<file path="src/rtl/rr_mux_reg_pkg.sv">
// rr_mux_pkg: shared constants and helpers for the round-robin registered mux
package rr_mux_pkg;
  localparam int DEF_WIDTH = 32;
  function automatic int clog2_min1(input int n);
    return (n <= 2) ? 1 : $clog2(n);
  endfunction
endpackage

</file>
<file path="src/rtl/rr_mux_reg_if.sv">
// rr_mux_reg_if: producer-side and consumer-side handshake bundle for rr_mux_reg
interface rr_mux_reg_if import rr_mux_pkg::*; #(
  parameter int WIDTH = DEF_WIDTH,
  parameter int NCH = 4,
  parameter int CHW = clog2_min1(NCH)
);
  logic [NCH*WIDTH-1:0] in_data;
  logic [NCH-1:0] in_valid;
  logic [NCH-1:0] in_ready;
  logic [WIDTH-1:0] out_data;
  logic out_valid;
  logic [CHW-1:0] out_ch;
  logic out_ready;
  modport master (output in_data, in_valid, out_ready, input in_ready, out_data, out_valid, out_ch);
  modport slave (input in_data, in_valid, out_ready, output in_ready, out_data, out_valid, out_ch);
endinterface

</file>
<file path="src/rtl/rr_mux_reg_arbiter.sv">
// rr_arbiter: combinational round-robin pick, searching from ptr upward with wrap
module rr_arbiter import rr_mux_pkg::*; #(
  parameter int NCH = 4,
  parameter int CHW = clog2_min1(NCH)
) (
  input  logic [NCH-1:0] i_req,
  input  logic [CHW-1:0] i_ptr,
  output logic [NCH-1:0] o_grant,
  output logic [CHW-1:0] o_winner,
  output logic           o_any
);
  localparam logic [CHW:0] NCHV = (CHW+1)'(NCH);
  logic [NCH-1:0] w_rot, w_pick;
  logic [CHW-1:0] w_off;
  logic [CHW:0] w_sum;
  // rotate requests so ptr sits at bit 0, take the lowest set bit, rotate the pick back
  always_comb begin
    w_rot = NCH'({i_req, i_req} >> i_ptr);
    w_pick = '0;
    w_off = '0;
    for (int j = NCH-1; j >= 0; j--)
      if (w_rot[j]) begin
        w_pick = NCH'(1) << j;
        w_off = CHW'(j);
      end
    o_grant = NCH'(({w_pick, w_pick} << i_ptr) >> NCH);
    w_sum = {1'b0, i_ptr} + {1'b0, w_off};
    o_winner = (w_sum >= NCHV) ? CHW'(w_sum - NCHV) : w_sum[CHW-1:0];
    o_any = |i_req;
  end
endmodule

</file>
<file path="src/rtl/rr_mux_reg.sv">
// rr_mux_reg: NCH-way valid/ready mux with round-robin arbitration and a one-entry output register
module rr_mux_reg import rr_mux_pkg::*; #(
  parameter int WIDTH = DEF_WIDTH,
  parameter int NCH = 4,
  parameter int CHW = clog2_min1(NCH)
) (
  input logic clk,
  input logic rst,
  rr_mux_reg_if.slave bus
);
  logic [CHW-1:0] r_ptr, r_ch, w_win;
  logic [WIDTH-1:0] r_data;
  logic r_valid, w_load, w_any;
  logic [NCH-1:0] w_grant;
  rr_arbiter #(.NCH(NCH), .CHW(CHW)) u_arb (
    .i_req(bus.in_valid),
    .i_ptr(r_ptr),
    .o_grant(w_grant),
    .o_winner(w_win),
    .o_any(w_any)
  );
  assign w_load = !rst && w_any && (!r_valid || bus.out_ready);
  assign bus.in_ready = w_load ? w_grant : '0;
  assign bus.out_data = r_data;
  assign bus.out_valid = r_valid;
  assign bus.out_ch = r_ch;
  // output register and pointer; the pointer moves just past each winner and only on load
  always_ff @(posedge clk)
    if (rst) begin
      r_valid <= 1'b0;
      r_data <= '0;
      r_ch <= '0;
      r_ptr <= '0;
    end else if (w_load) begin
      r_valid <= 1'b1;
      r_data <= bus.in_data[w_win*WIDTH +: WIDTH];
      r_ch <= w_win;
      r_ptr <= (w_win == CHW'(NCH-1)) ? '0 : w_win + CHW'(1);
    end else if (bus.out_ready)
      r_valid <= 1'b0;
endmodule

</file>
<file path="src/flat_wrapper.sv">
// flat-port wrapper written by rule: the top's interface ports become plain ports
module rr_mux_reg_flat import rr_mux_pkg::*;
#(
  parameter int WIDTH = DEF_WIDTH,
  parameter int NCH = 4,
  parameter int CHW = clog2_min1(NCH)
)
  (clk, rst, bus_in_data, bus_in_valid, bus_out_ready, bus_in_ready, bus_out_data, bus_out_valid, bus_out_ch);
  rr_mux_reg_if #(.WIDTH(WIDTH), .NCH(NCH), .CHW(CHW)) bus_i ();
  input logic clk;
  input logic rst;
  input wire logic [$bits(bus_i.in_data)-1:0] bus_in_data;
  input wire logic [$bits(bus_i.in_valid)-1:0] bus_in_valid;
  input wire logic [$bits(bus_i.out_ready)-1:0] bus_out_ready;
  output wire logic [$bits(bus_i.in_ready)-1:0] bus_in_ready;
  output wire logic [$bits(bus_i.out_data)-1:0] bus_out_data;
  output wire logic [$bits(bus_i.out_valid)-1:0] bus_out_valid;
  output wire logic [$bits(bus_i.out_ch)-1:0] bus_out_ch;
  assign bus_i.in_data = bus_in_data;
  assign bus_i.in_valid = bus_in_valid;
  assign bus_i.out_ready = bus_out_ready;
  assign bus_in_ready = bus_i.in_ready;
  assign bus_out_data = bus_i.out_data;
  assign bus_out_valid = bus_i.out_valid;
  assign bus_out_ch = bus_i.out_ch;
  rr_mux_reg #(.WIDTH(WIDTH), .NCH(NCH), .CHW(CHW)) u_core (.clk(clk), .rst(rst), .bus(bus_i));
endmodule
</file>
<file path="config.mk">
export PLATFORM = sky130hd
export DESIGN_NAME = rr_mux_reg_flat
export DESIGN_NICKNAME = d
export VERILOG_FILES = /design/src/rtl/rr_mux_reg_pkg.sv /design/src/rtl/rr_mux_reg_if.sv /design/src/rtl/rr_mux_reg_arbiter.sv /design/src/rtl/rr_mux_reg.sv /design/src/flat_wrapper.sv
export SDC_FILE = /design/constraint.sdc
export NUM_CORES = 1
export LEC_CHECK = 0
export BUFFER_PORTS_ARGS = -buffer_cell sky130_fd_sc_hd__buf_2
export CAP_MARGIN = 20
export CORE_ASPECT_RATIO = 0.5
export CORE_MARGIN = 8
export CORE_UTILIZATION = 40
export DETAILED_ROUTE_END_ITERATION = 16
export PLACE_DENSITY = 0.86
export REMOVE_ABC_BUFFERS = 1
export SYNTH_ARGS = -nofsm -noshare
export SYNTH_HDL_FRONTEND = slang
export SYNTH_SLANG_ARGS = --single-unit
</file>
<file path="constraint.sdc">
create_clock -name clk -period 3.7 [get_ports clk]
set_clock_uncertainty 0.1 [all_clocks]
set_input_delay 0.74 -clock clk [delete_from_list [all_inputs] [get_ports clk]]
set_output_delay 0.74 -clock clk [all_outputs]
set_load 0.05 [all_outputs]
</file>
==> summary.log <==
[grt] antenna violations before repair 0
[place] total of buffers placed on input and output ports 173
[yosys] combined area of all synthesized cells 0.00293 mm²
[yosys] synthesis warning total 0
[yosys] syn_area_per_cell 8.58 µm²
[clocking] clock tree from TritonCTS yes
[sta] worst slew pin tran 0.860 ns
[floorplan] total number of placement rows 22
[layout] diodes inserted 0
[grt] largest net degree at the start of global routing 67
[drt] first-pass detailed-route iteration total 5
[sta] Max Freq 332 MHz
[layout] commonest cells after routing, fill and taps aside buf_2 (173), mux2_2 (64), nand2_1 (38)
[clocking] quantity of gates resized following cts 0
[floorplan] Die W 137 µm
[grt] GRT Util Overall 0.189
[place] final RePlAce weighted congestion 0.882
[clocking] clock net sink count 37
[setup_path] Worst setup SP type flop
[sta] Final Max Slew Viols 0
[grt] total global routing overflow 0
[sta] RSZ-0062 raised after global routing no
[setup_path] critical-path maximum fanout 66
[clocking] CTS Root Cell clkbuf_16
[run] max-capacitance violation count 0
[layout] most frequent standard cell in the layout excluding fill and tap cells buf_2
[sta] Final Cycle Share 0.813
[drt] detailed-route DRC error count 0
[clocking] Post-CTS Setup Inserts 0
[sta] worst rel slew slack 0.427
[floorplan] full die area 0.0105 mm²
[place] pre-CTS setup slack 0.453 ns
[floorplan] core region area 0.00721 mm²
[drt] routed wire length per instance 17.3 µm
[pwr] static power due to leakage 1.78 nW
[yosys] number of distinct library cells after synthesis 43
[yosys] biggest area consumer among synthesized cells dfxtp_1
[floorplan] initial core utilization 0.407
[layout] growth of design area from synthesis to finish 35.9%
[layout] fin nets 632
[yosys] most used flip-flop cell after synthesis dfxtp_1
[place] total half-perimeter wirelength after legalization and detailed placement 7870 µm
[yosys] proportion of netlist area held by the largest area contributor 0.253
[clocking] maximum level of the CTS H-tree 2
[sta] minimum clock period 3.01 ns
[yosys] number of instances in the synthesized netlist 342
[drt] post-detailed-routing wire length 10,300 µm
[floorplan] Die Height 76.6 µm
[yosys] sequential area share after synthesis 0.253
[run_status] run status complete, no violations
[pwr] Worst VDD drop 0.440 mV
[setup_path] crit path capture type flop
[setup_path] Data required, critical path 3.74 ns
[yosys] Yosys reg bits 37
[setup_path] start-to-end type of the worst setup path reg2reg
[setup_path] Arr. time, crit path 3.05 ns
[clocking] number of CTS-inserted buffers 5
[grt] first-pass GRT wire length 16,700 µm
[sta] Final Hold Fails 0
[clocking] later-pin clock latency in the skew report 0.27 ns
[drt] DRT iter0 DRCs 348
[yosys] async set-reset flop share out of synthesis 0
[clocking] CTS Buffer Depth 2
[drt] vias after detailed routing 3,307
[yosys] ranking of synthesized cells by area dfxtp_1 (25%), mux2_2 (25%), a221o_1 (11%)
[clocking] hold buffer count at CTS 0
[clocking] clock transition at the registers of the reported paths 0.05 ns
[sta] number of failing setup endpoints in the final timing report 0
[layout] Final Core Density 0.553
[floorplan] top-level I/O count 174
[grt] vias in the first global route 3,366
[drt] vias per cell 5.59
[drt] antenna viol nets, final 0
[sta] Setup WS post-layout 0.691 ns
[layout] fraction of final layout cells with drive strength greater than 1 0.532
[yosys] number of enable-type register cells in the synthesized netlist 0
[pwr] Pwr per Cell Area 863 mW/mm²
[min_path] Min-Delay Path Class reg2reg
==> power by group <==
part / internal [mW] / leakage, nW / switching [mW]
Combinational: 0.881 / 1.40 / 1.43
Clock: 0.264 / 0.0700 / 0.150
Sequential: 0.595 / 0.307 / 0.117
Total: 1.74 / 1.78 / 1.70
==> metal layers <==
layer / routed length, µm / up-vias / GRT usage
met5: 0 / - / 0
met4: 179 / 0 / 0.0506
met3: 482 / 16 / 0.0270
met2: 5530 / 125 / 0.340
met1: 4060 / 1562 / 0.227
li1: - / 1604 / -
==> worst max-delay path, stage by stage (launching register included) <==
cell,delay (ns)
dfxtp_1,0.62
nor2_1,0.13
nand2_1,0.09
o21ai_0,0.07
o21ai_0,0.14
nand3_1,0.11
ha_2,0.35
buf_12,0.30
mux2_2,0.39
a2111oi_0,0.34
or2_2,0.19
o31ai_1,0.05
==> final cells by class <==
cell class	instances	area [µm²]
fill	653	3230
multi-input combinational	269	2040
timing repair buffer	181	938
sequential	37	741
clock buffer	7	143
tap	96	120
inverter	2	7.51
==> sequential cells by signal, indices dropped and copies added, names as in the netlist <==
register              flops
u_core.bus.out_data      32
u_core.bus.out_ch         2
u_core.r_ptr              2
u_core.bus.out_valid      1
==> cells by family (layout without fill, tap and decap cells) <==
family | count (synthesis) | count (layout) | share of synthesized area
xor+xnor | 2 | 2 | 0.0171
compound gates | 87 | 87 | 0.228
fa+ha+maj | 1 | 1 | 0.00427
buf+inv | 36 | 190 | 0.0559
simple gates | 113 | 113 | 0.189
mux | 66 | 66 | 0.253
flops | 37 | 37 | 0.253
==> per-stage QoR <==
stage | setup TNS, ns | std cells | total power [mW] | cell area, µm² | hold slack [ns]
3_5_place_dp | 0 | 585 | 3.03 | 3840 | 0.376
5_1_grt | 0 | 592 | 3.62 | 3990 | 0.406
4_1_cts | 0 | 592 | 3.45 | 3990 | 0.383
3_3_place_gp | 0 | 585 | 2.99 | 3840 | 0.367
6_report | 0 | 592 | 3.44 | 3990 | 0.381
2_1_floorplan | -2.35 | 308 | 2.48 | 2780 | 0.533
==> cell usage after synthesis (all sizes together), types with 4 or more instances <==
library cell,instances
nand4,11
nand3,22
nand2,38
nand3b,4
dfxtp,37
mux2,65
clkbuf,24
nor2,20
buf,10
nand2b,4
a21oi,37
a221o,31
o21ai,4
==> final timing paths <==
kind	cells past startpoint	endpoint	slack, ns	from
setup / recovery	11	u_core.bus.out_data[30]$_SDFFE_PP0P_	0.69	u_core.r_ptr[0]$_SDFFE_PP0P_
hold / removal	2	u_core.bus.out_data[30]$_SDFFE_PP0P_	0.38	u_core.bus.out_data[30]$_SDFFE_PP0P_
setup reg to reg	11	u_core.bus.out_data[30]$_SDFFE_PP0P_	0.69	u_core.r_ptr[0]$_SDFFE_PP0P_
hold reg to reg	2	u_core.bus.out_data[30]$_SDFFE_PP0P_	0.38	u_core.bus.out_data[30]$_SDFFE_PP0P_
No activity file was read; power rests on OpenSTA's default activity.
